==> src/rtl/dct_sched_pkg.sv <==
// dct_sched_pkg
// Shared types and constants for the DCT engine scheduler.
//   state_t  : scheduler FSM states (IDLE, BUSY)
//   ROWS     : rows per 8x8 block handed to the 1-D DCT engine
//   id_width : width of a requester id for a given requester count
package dct_sched_pkg;

    typedef enum logic [0:0] {
        IDLE = 1'b0,
        BUSY = 1'b1
    } state_t;

    localparam int ROWS = 8;

    // Requester id width; a single requester still needs one bit.
    function automatic int id_width(input int n);
        if (n > 1) begin
            return $clog2(n);
        end else begin
            return 1;
        end
    endfunction

endpackage

==> src/rtl/dct_sched_if.sv <==
// dct_sched_if
// Per-requester row handshake bundle between the component sources (Y, Cb, Cr)
// and the scheduler.
//   req_valid : requester has a row
//   req_ready : scheduler takes the row when valid & ready
//   req_data  : row samples, W bytes per requester
//   req_sof   : first block of frame, meaningful on row 0 only
// Modports: master = requester side, slave = scheduler side.
interface dct_sched_if
    import dct_sched_pkg::*;
#(
    parameter int N_REQ = 3,
    parameter int W     = 8
) ();

    logic [N_REQ-1:0]            req_valid;
    logic [N_REQ-1:0]            req_ready;
    logic [N_REQ-1:0][W*8-1:0]   req_data;
    logic [N_REQ-1:0]            req_sof;

    modport master (
        output req_valid,
        output req_data,
        output req_sof,
        input  req_ready
    );

    modport slave (
        input  req_valid,
        input  req_data,
        input  req_sof,
        output req_ready
    );

endinterface

==> src/rtl/dct_sched_rr_arbiter.sv <==
// rr_arbiter
// Combinational round-robin pick: grants the first set bit of req at or after
// ptr, wrapping cyclically over N_REQ requesters.
//   req    : request vector
//   ptr    : highest-priority requester index
//   gnt_oh : one-hot grant (all zero when nothing requests)
//   gnt_id : encoded grant index
//   any    : at least one request is set
module rr_arbiter
    import dct_sched_pkg::*;
#(
    parameter int N_REQ = 3
) (
    input  logic [N_REQ-1:0]              req,
    input  logic [id_width(N_REQ)-1:0]    ptr,
    output logic [N_REQ-1:0]              gnt_oh,
    output logic [id_width(N_REQ)-1:0]    gnt_id,
    output logic                          any
);

    localparam int ID_W = id_width(N_REQ);

    logic found_s;
    int   ptr_c_s;
    int   idx_s;

    assign any = |req;

    // Cyclic scan starting at ptr; first hit wins.
    always_comb begin
        gnt_oh  = '0;
        gnt_id  = '0;
        found_s = 1'b0;
        idx_s   = 0;
        // An out-of-range pointer is treated as requester 0.
        if (int'(ptr) < N_REQ) begin
            ptr_c_s = int'(ptr);
        end else begin
            ptr_c_s = 0;
        end
        for (int k = 0; k < N_REQ; k++) begin
            idx_s = ptr_c_s + k;
            if (idx_s >= N_REQ) begin
                idx_s = idx_s - N_REQ;
            end else begin
                idx_s = idx_s;
            end
            if (!found_s && req[idx_s]) begin
                found_s        = 1'b1;
                gnt_oh[idx_s]  = 1'b1;
                gnt_id         = ID_W'(idx_s);
            end else begin
                found_s = found_s;
            end
        end
    end

endmodule

==> src/rtl/dct_sched.sv <==
// dct_sched
// Block-granular round-robin scheduler sharing one 8-point 1-D DCT engine
// between N_REQ component requesters. Whole 8-row blocks are streamed into
// the engine with generated sob/eob/sof, and the owner id is delayed through
// a PIPE+1 stage tag pipeline so out_id lines up with engine result beats.
// Ports:
//   clk, rst      : clock, asynchronous active-high reset
//   req           : requester handshake bundle (slave side)
//   eng_valid/sob/eob/sof, eng_data : registered engine inputs
//   eng_res_valid : engine out_valid, compared against the tag pipeline
//   out_valid     : tag pipeline valid, aligned with the engine result
//   out_id        : requester owning the current result row
//   tag_err       : sticky, engine result valid disagreed with tag pipeline
module dct_sched
    import dct_sched_pkg::*;
#(
    parameter int W     = 8,
    parameter int PIPE  = 8,
    parameter int N_REQ = 3
) (
    input  logic                          clk,
    input  logic                          rst,
    dct_sched_if.slave                    req,
    output logic                          eng_valid,
    output logic                          eng_sob,
    output logic                          eng_eob,
    output logic                          eng_sof,
    output logic [W*8-1:0]                eng_data,
    input  logic                          eng_res_valid,
    output logic                          out_valid,
    output logic [id_width(N_REQ)-1:0]    out_id,
    output logic                          tag_err
);

    localparam int                ID_W     = id_width(N_REQ);
    localparam int                RW       = $clog2(ROWS);
    localparam int                DW       = W * 8;
    localparam logic [RW-1:0]     LAST_ROW = RW'(ROWS - 1);
    localparam logic [ID_W-1:0]   LAST_ID  = ID_W'(N_REQ - 1);

    state_t             state_r;
    state_t             state_nxt_s;
    logic [ID_W-1:0]    gnt_r;
    logic [ID_W-1:0]    gnt_nxt_s;
    logic [ID_W-1:0]    rr_ptr_r;
    logic [ID_W-1:0]    rr_ptr_nxt_s;
    logic [RW-1:0]      row_r;
    logic [RW-1:0]      row_nxt_s;
    logic [N_REQ-1:0]   ready_r;
    logic [N_REQ-1:0]   ready_nxt_s;

    logic               accept_s;
    logic               last_s;
    logic [ID_W-1:0]    ptr_inc_s;
    logic [ID_W-1:0]    arb_ptr_s;
    logic [N_REQ-1:0]   arb_oh_s;
    logic [ID_W-1:0]    arb_id_s;
    logic               arb_any_s;

    logic               eng_valid_r;
    logic               eng_sob_r;
    logic               eng_eob_r;
    logic               eng_sof_r;
    logic [DW-1:0]      eng_data_r;

    logic               tag_v_r  [PIPE+1];
    logic [ID_W-1:0]    tag_id_r [PIPE+1];
    logic               tag_err_r;

    // ready_r is one-hot on gnt while BUSY, so this is the row transfer.
    assign accept_s  = (state_r == BUSY) && req.req_valid[gnt_r];
    assign last_s    = accept_s && (row_r == LAST_ROW);
    assign ptr_inc_s = (gnt_r == LAST_ID) ? '0 : gnt_r + ID_W'(1);

    // During the row-7 accept the pointer that takes effect is gnt+1, so the
    // re-arbitration already uses it; in IDLE the stored pointer applies.
    assign arb_ptr_s = (state_r == BUSY) ? ptr_inc_s : rr_ptr_r;

    rr_arbiter #(
        .N_REQ (N_REQ)
    ) u_arb (
        .req    (req.req_valid),
        .ptr    (arb_ptr_s),
        .gnt_oh (arb_oh_s),
        .gnt_id (arb_id_s),
        .any    (arb_any_s)
    );

    assign req.req_ready = ready_r;

    assign eng_valid = eng_valid_r;
    assign eng_sob   = eng_sob_r;
    assign eng_eob   = eng_eob_r;
    assign eng_sof   = eng_sof_r;
    assign eng_data  = eng_data_r;
    assign out_valid = tag_v_r[PIPE];
    assign out_id    = tag_id_r[PIPE];
    assign tag_err   = tag_err_r;

    // Next-state, grant, row counter and next ready vector.
    always_comb begin
        state_nxt_s  = state_r;
        gnt_nxt_s    = gnt_r;
        row_nxt_s    = row_r;
        rr_ptr_nxt_s = rr_ptr_r;
        ready_nxt_s  = ready_r;
        case (state_r)
            IDLE: begin
                // Grant only; the first row is taken the following cycle.
                if (arb_any_s) begin
                    state_nxt_s = BUSY;
                    gnt_nxt_s   = arb_id_s;
                    ready_nxt_s = arb_oh_s;
                end else begin
                    ready_nxt_s = '0;
                end
            end
            BUSY: begin
                if (last_s) begin
                    row_nxt_s    = '0;
                    rr_ptr_nxt_s = ptr_inc_s;
                    // The finishing requester's own valid is part of this
                    // vote, so it keeps the grant when nobody else asks.
                    if (arb_any_s) begin
                        gnt_nxt_s   = arb_id_s;
                        ready_nxt_s = arb_oh_s;
                    end else begin
                        state_nxt_s = IDLE;
                        ready_nxt_s = '0;
                    end
                end else if (accept_s) begin
                    row_nxt_s = row_r + RW'(1);
                end else begin
                    // Requester stalled: bubble, row and grant hold.
                    row_nxt_s = row_r;
                end
            end
            default: begin
                state_nxt_s  = IDLE;
                gnt_nxt_s    = '0;
                row_nxt_s    = '0;
                rr_ptr_nxt_s = '0;
                ready_nxt_s  = '0;
            end
        endcase
    end

    // FSM, grant, pointer, row and ready registers.
    always_ff @(posedge clk or posedge rst) begin
        if (rst) begin
            state_r  <= IDLE;
            gnt_r    <= '0;
            rr_ptr_r <= '0;
            row_r    <= '0;
            ready_r  <= '0;
        end else begin
            state_r  <= state_nxt_s;
            gnt_r    <= gnt_nxt_s;
            rr_ptr_r <= rr_ptr_nxt_s;
            row_r    <= row_nxt_s;
            ready_r  <= ready_nxt_s;
        end
    end

    // Engine input registers: one beat per accepted row, zeroed on bubbles.
    always_ff @(posedge clk or posedge rst) begin
        if (rst) begin
            eng_valid_r <= 1'b0;
            eng_sob_r   <= 1'b0;
            eng_eob_r   <= 1'b0;
            eng_sof_r   <= 1'b0;
            eng_data_r  <= '0;
        end else begin
            eng_valid_r <= accept_s;
            eng_sob_r   <= accept_s && (row_r == '0);
            eng_eob_r   <= last_s;
            // req_sof is only meaningful on the first row of a block.
            eng_sof_r   <= accept_s && (row_r == '0) && req.req_sof[gnt_r];
            eng_data_r  <= accept_s ? req.req_data[gnt_r] : '0;
        end
    end

    // Tag shift register: stage 0 captures this cycle's accept, the last
    // stage lands in the same cycle as the engine result.
    always_ff @(posedge clk or posedge rst) begin
        if (rst) begin
            for (int i = 0; i <= PIPE; i++) begin
                tag_v_r[i]  <= 1'b0;
                tag_id_r[i] <= '0;
            end
        end else begin
            tag_v_r[0]  <= accept_s;
            tag_id_r[0] <= gnt_r;
            for (int i = 1; i <= PIPE; i++) begin
                tag_v_r[i]  <= tag_v_r[i-1];
                tag_id_r[i] <= tag_id_r[i-1];
            end
        end
    end

    // Sticky alignment check between engine result valid and tag pipeline.
    always_ff @(posedge clk or posedge rst) begin
        if (rst) begin
            tag_err_r <= 1'b0;
        end else begin
            tag_err_r <= tag_err_r | (eng_res_valid != tag_v_r[PIPE]);
        end
    end

endmodule

==> src/flat_wrapper.sv <==
// flat-port wrapper written by rule: the top's interface ports become plain ports
module dct_sched_flat import dct_sched_pkg::*;
#(
    parameter int W     = 8,
    parameter int PIPE  = 8,
    parameter int N_REQ = 3
)
  (clk, rst, eng_valid, eng_sob, eng_eob, eng_sof, eng_data, eng_res_valid, out_valid, out_id, tag_err, req_req_valid, req_req_data, req_req_sof, req_req_ready);
  dct_sched_if #(.N_REQ(N_REQ), .W(W)) req_i ();
  input  logic clk;
  input  logic rst;
  output logic eng_valid;
  output logic eng_sob;
  output logic eng_eob;
  output logic eng_sof;
  output logic [W*8-1:0] eng_data;
  input  logic eng_res_valid;
  output logic out_valid;
  output logic [id_width(N_REQ)-1:0] out_id;
  output logic tag_err;
  input wire logic [$bits(req_i.req_valid)-1:0] req_req_valid;
  input wire logic [$bits(req_i.req_data)-1:0] req_req_data;
  input wire logic [$bits(req_i.req_sof)-1:0] req_req_sof;
  output wire logic [$bits(req_i.req_ready)-1:0] req_req_ready;
  assign req_i.req_valid = req_req_valid;
  assign req_i.req_data = req_req_data;
  assign req_i.req_sof = req_req_sof;
  assign req_req_ready = req_i.req_ready;
  dct_sched #(.W(W), .PIPE(PIPE), .N_REQ(N_REQ)) u_core (.clk(clk), .rst(rst), .req(req_i), .eng_valid(eng_valid), .eng_sob(eng_sob), .eng_eob(eng_eob), .eng_sof(eng_sof), .eng_data(eng_data), .eng_res_valid(eng_res_valid), .out_valid(out_valid), .out_id(out_id), .tag_err(tag_err));
endmodule
==> config.mk <==
export PLATFORM = sky130hd
export DESIGN_NAME = dct_sched_flat
export DESIGN_NICKNAME = d
export VERILOG_FILES = /design/src/rtl/dct_sched_pkg.sv /design/src/rtl/dct_sched_if.sv /design/src/rtl/dct_sched_rr_arbiter.sv /design/src/rtl/dct_sched.sv /design/src/flat_wrapper.sv
export SDC_FILE = /design/constraint.sdc
export NUM_CORES = 1
export LEC_CHECK = 0
export CAP_MARGIN = 20
export CORE_ASPECT_RATIO = 0.75
export CORE_MARGIN = 2
export CORE_UTILIZATION = 40
export DETAILED_ROUTE_END_ITERATION = 10
export PLACE_DENSITY = 0.89
export SYNTH_ARGS = -nofsm -noshare
export SYNTH_HDL_FRONTEND = slang
export SYNTH_SLANG_ARGS = --single-unit
==> constraint.sdc <==
create_clock -name clk -period 7 [get_ports clk]
set_input_delay 0.7 -clock clk [delete_from_list [all_inputs] [get_ports clk]]
set_output_delay 0.7 -clock clk [all_outputs]
set_load 0.05 [all_outputs]
==> results.json <==
{
  "cp-end-kind": "flop",
  "vias": 4490,
  "holdBufCountCts": 0,
  "synth_seq_cells": 106,
  "report.final.setup_viol": 0,
  "seq_area_frac_synth_pct": 54.28,
  "power_leakage_nw": 3.505,
  "grt_overflow": 0,
  "portBuffers": 275,
  "tightestPinTransition_ns": 0.7876,
  "worst_ir_drop_vdd_mv": 0.2838,
  "timing.critical_path.mode_cell": "sky130_fd_sc_hd__mux2_2",
  "critical-path-max-stage-delay_ns": 0.79,
  "synth_edf_count": 0,
  "critical_path.max_fanout": 40,
  "final_nets": 953,
  "io_pins": 276,
  "status": "finished, final reports clean",
  "first_global_vias": 4779,
  "clk-insertion-delay-late_ns": 0.34,
  "fin_crit_sh_pct": 50.22,
  "place_hpwl_mm": 11.09,
  "slowest_library_cell_on_the_worst_path": "sky130_fd_sc_hd__dfrtp_4",
  "die_h_um": 99.73,
  "grt_antenna_before_repair": 0,
  "cts_tree": "built",
  "timing.max_slew.rel_slack_pct": 47.49,
  "initial_utilization_pct": 41.62,
  "post_cts.repair.setup_buffers": 0,
  "drt_first_pass_iters": 5,
  "detail_route.wirelength_mm": 14.90,
  "pin_count_of_the_biggest_net_entering_global_routing": 81,
  "min-delay-path-class": "flop to flop",
  "cts-root-to-sink-buffers": 2,
  "final.setup.tns_ns": 0,
  "synthCells": 488,
  "antenna-diode-count": 0,
  "route.antenna.remaining_nets": 0,
  "timing.final.max_slew_violations": 0,
  "finalWorstPathRequiredPeriod_ns": 3.515,
  "power.total_mw": 3.406,
  "tritoncts_num_sinks": 106,
  "grt_setup_unrepaired": "false",
  "hold_violations": 0,
  "fmax_ghz": 0.2845,
  "postCtsResizedCells": 0,
  "worstPathArrival_ns": 3.78,
  "synth.distinct_cells": 41,
  "syn_nets": 696,
  "category_of_the_worst_setup_path_launch_point": "flop",
  "final_layout_size_suffix_gt1_share_pct": 4.533,
  "synth_async_sr_flop_share_pct": 100.0,
  "finish.cell_count_without_fillers": 912,
  "timing.hold.ws_ns": 0.3452,
  "total_die_area_um2": 13130,
  "timing.critical_path.max_delay_family": "flip-flops",
  "place_congestion": 0.9069,
  "num_rows": 34,
  "worstPathRequired_ns": 7.26,
  "detail_route.drc_violations": 0,
  "die_w_um": 131.6,
  "synth-main-ff-cell": "sky130_fd_sc_hd__dfrtp_1",
  "clk_root_buffer_cell": "sky130_fd_sc_hd__clkbuf_16",
  "setup_crit_path_kind": "flop to flop",
  "power_per_cell_area_nw_per_um2": 421.7,
  "ys.warnings.count": 0,
  "drv_cap": 0,
  "post_drt_wl_per_cell_um": 16.33,
  "synthesis.area_um2": 4887,
  "cts_bufs_inserted": 9,
  "path_clk_slew_ns": 0.07,
  "htree_depth": 3,
  "syn-mean-instance-area_um2": 10.01,
  "placeableCoreArea_um2": 11740,
  "first_drt_iteration_drcs": 200,
  "grt_first_pass_wirelength_mm": 24.05,
  "worst-path-buf-inv": 2,
  "post_dp_cell_area_um2": 7730,
  "final_clock_skew_ns": 0.006152,
  "grt_use_total_pct": 23.29,
  "areaGrowthSynthToFinish_pct": 65.26,
  "placed_cells": 895,
  "critical_path.cell_chain": "buf_4 -> nor2b_1 -> mux2_2 -> inv_1 -> ha_1 -> mux2_2 -> a21oi_1 -> o21ai_0 -> a211oi_2 -> o21bai_1",
  "fin_area_um2": 8077,
  "drt-vias-per-instance": 4.923
}
==> worst paths after layout <==
check / endpoint / depth (start not counted) / from / slack, ns
max in group asynchronous: u_core.tag_v_r[7] / 4 / rst / 5.35
worst max-delay path: u_core.req.req_ready[1] / 10 / u_core.gnt_r[0] / 3.48
min in group asynchronous: u_core.eng_data[19] / 2 / rst / 0.70
worst max register to register: u_core.req.req_ready[1] / 10 / u_core.gnt_r[0] / 3.48
worst min-delay path: u_core.tag_id_r[5] / 0 / u_core.tag_id_r[7] / 0.35
worst min register to register: u_core.tag_id_r[5] / 0 / u_core.tag_id_r[7] / 0.35
==> cells in the final DEF, fill, tap and decap left out, types with 2 or more instances in the layout <==
| master | n |
|---|---|
| sky130_fd_sc_hd__dfrtp_1 | 104 |
| sky130_fd_sc_hd__nand2b_1 | 3 |
| sky130_fd_sc_hd__nor2_1 | 130 |
| sky130_fd_sc_hd__mux2i_1 | 69 |
| sky130_fd_sc_hd__clkdlybuf4s50_1 | 275 |
| sky130_fd_sc_hd__nand2_1 | 10 |
| sky130_fd_sc_hd__clkbuf_16 | 9 |
| sky130_fd_sc_hd__nor2b_1 | 4 |
| sky130_fd_sc_hd__buf_4 | 5 |
| sky130_fd_sc_hd__bufinv_16 | 2 |
| sky130_fd_sc_hd__inv_1 | 14 |
| sky130_fd_sc_hd__o21ai_0 | 8 |
| sky130_fd_sc_hd__a21oi_1 | 69 |
| sky130_fd_sc_hd__ha_1 | 7 |
| sky130_fd_sc_hd__mux2_2 | 4 |
| sky130_fd_sc_hd__o22ai_1 | 2 |
==> logic make-up (layout without fill, tap and decap cells) <==
family | after synthesis | in the layout | synth area share (%)
multiplexers | 73 | 73 | 15.05
AO/OA/AOI/OAI | 92 | 92 | 10.88
flip-flops | 106 | 106 | 54.28
adder cells (fa/ha/maj) | 7 | 7 | 1.792
buffers and inverters | 51 | 313 | 4.659
XOR/XNOR | 1 | 1 | 0.1792
AND/OR/NAND/NOR | 158 | 158 | 13.16
==> layout make-up <==
cell class / instances / area, um2
fillers: 884 / 3665
repair buffers: 281 / 2818
flip-flops and latches: 106 / 2658
multi-input cells: 331 / 2017
clock buffers: 10 / 229.0
well taps: 162 / 202.7
clock inverters: 6 / 90.09
inverters: 16 / 62.56
==> synthesized netlist by cell type (3+ instances only) <==
cell type | instances | area share (%)
sky130_fd_sc_hd__mux2_2 | 4 | 0.92
sky130_fd_sc_hd__a21oi_1 | 69 | 7.1
sky130_fd_sc_hd__ha_1 | 7 | 1.8
sky130_fd_sc_hd__o21ai_0 | 8 | 0.82
sky130_fd_sc_hd__nand2b_1 | 3 | 0.38
sky130_fd_sc_hd__nand2_1 | 11 | 0.84
sky130_fd_sc_hd__buf_4 | 4 | 0.61
sky130_fd_sc_hd__nor2b_1 | 5 | 0.64
sky130_fd_sc_hd__buf_2 | 16 | 1.6
sky130_fd_sc_hd__dfrtp_1 | 106 | 54
sky130_fd_sc_hd__inv_1 | 15 | 1.2
sky130_fd_sc_hd__mux2i_1 | 69 | 14
sky130_fd_sc_hd__nor2_1 | 130 | 10
sky130_fd_sc_hd__clkbuf_1 | 12 | 0.92
==> state kept, by name, summed over array words and instances (netlist names) <==
register,count
u_core.eng_data,64
u_core.tag_id_r,16
u_core.tag_v_r,7
u_core.req.req_ready,3
u_core.row_r,3
u_core.gnt_r,2
u_core.out_id,2
u_core.rr_ptr_r,2
u_core.eng_eob,1
u_core.eng_sob,1
u_core.eng_sof,1
u_core.eng_valid,1
u_core.out_valid,1
u_core.state_r,1
u_core.tag_err,1
==> worst reg2reg max path, cell delays in order, from the launching register on <==
cell,delay (ns)
sky130_fd_sc_hd__dfrtp_4,0.79
sky130_fd_sc_hd__buf_4,0.70
sky130_fd_sc_hd__nor2b_1,0.28
sky130_fd_sc_hd__mux2_2,0.22
sky130_fd_sc_hd__inv_1,0.06
sky130_fd_sc_hd__ha_1,0.27
sky130_fd_sc_hd__mux2_2,0.33
sky130_fd_sc_hd__a21oi_1,0.25
sky130_fd_sc_hd__o21ai_0,0.16
sky130_fd_sc_hd__a211oi_2,0.24
sky130_fd_sc_hd__o21bai_1,0.14
==> metrics by stage <==
stage               util, %  worst slack (ns)
detailed placement    65.84             3.524
CTS                   68.55             3.506
floorplan                 -             3.511
global placement      65.84             3.691
global route          68.79             3.310
finish                68.79             3.485
==> where the power goes <==
group | switching (mW) | internal, mW
sequential | 0.122 | 0.851
clock | 0.215 | 0.315
combinational | 1.20 | 0.701
total | 1.54 | 1.87
==> per-layer routing <==
layer  share of wire (%)  up-vias  GRT usage [%]
met1                  39     2121          26.66
met2                  52      207          42.13
li1                    -     2136              -
met5                   0        -              0
met3                 6.8       26          6.218
met4                 2.1        0          8.863
Power figures use the tool's default switching activity.
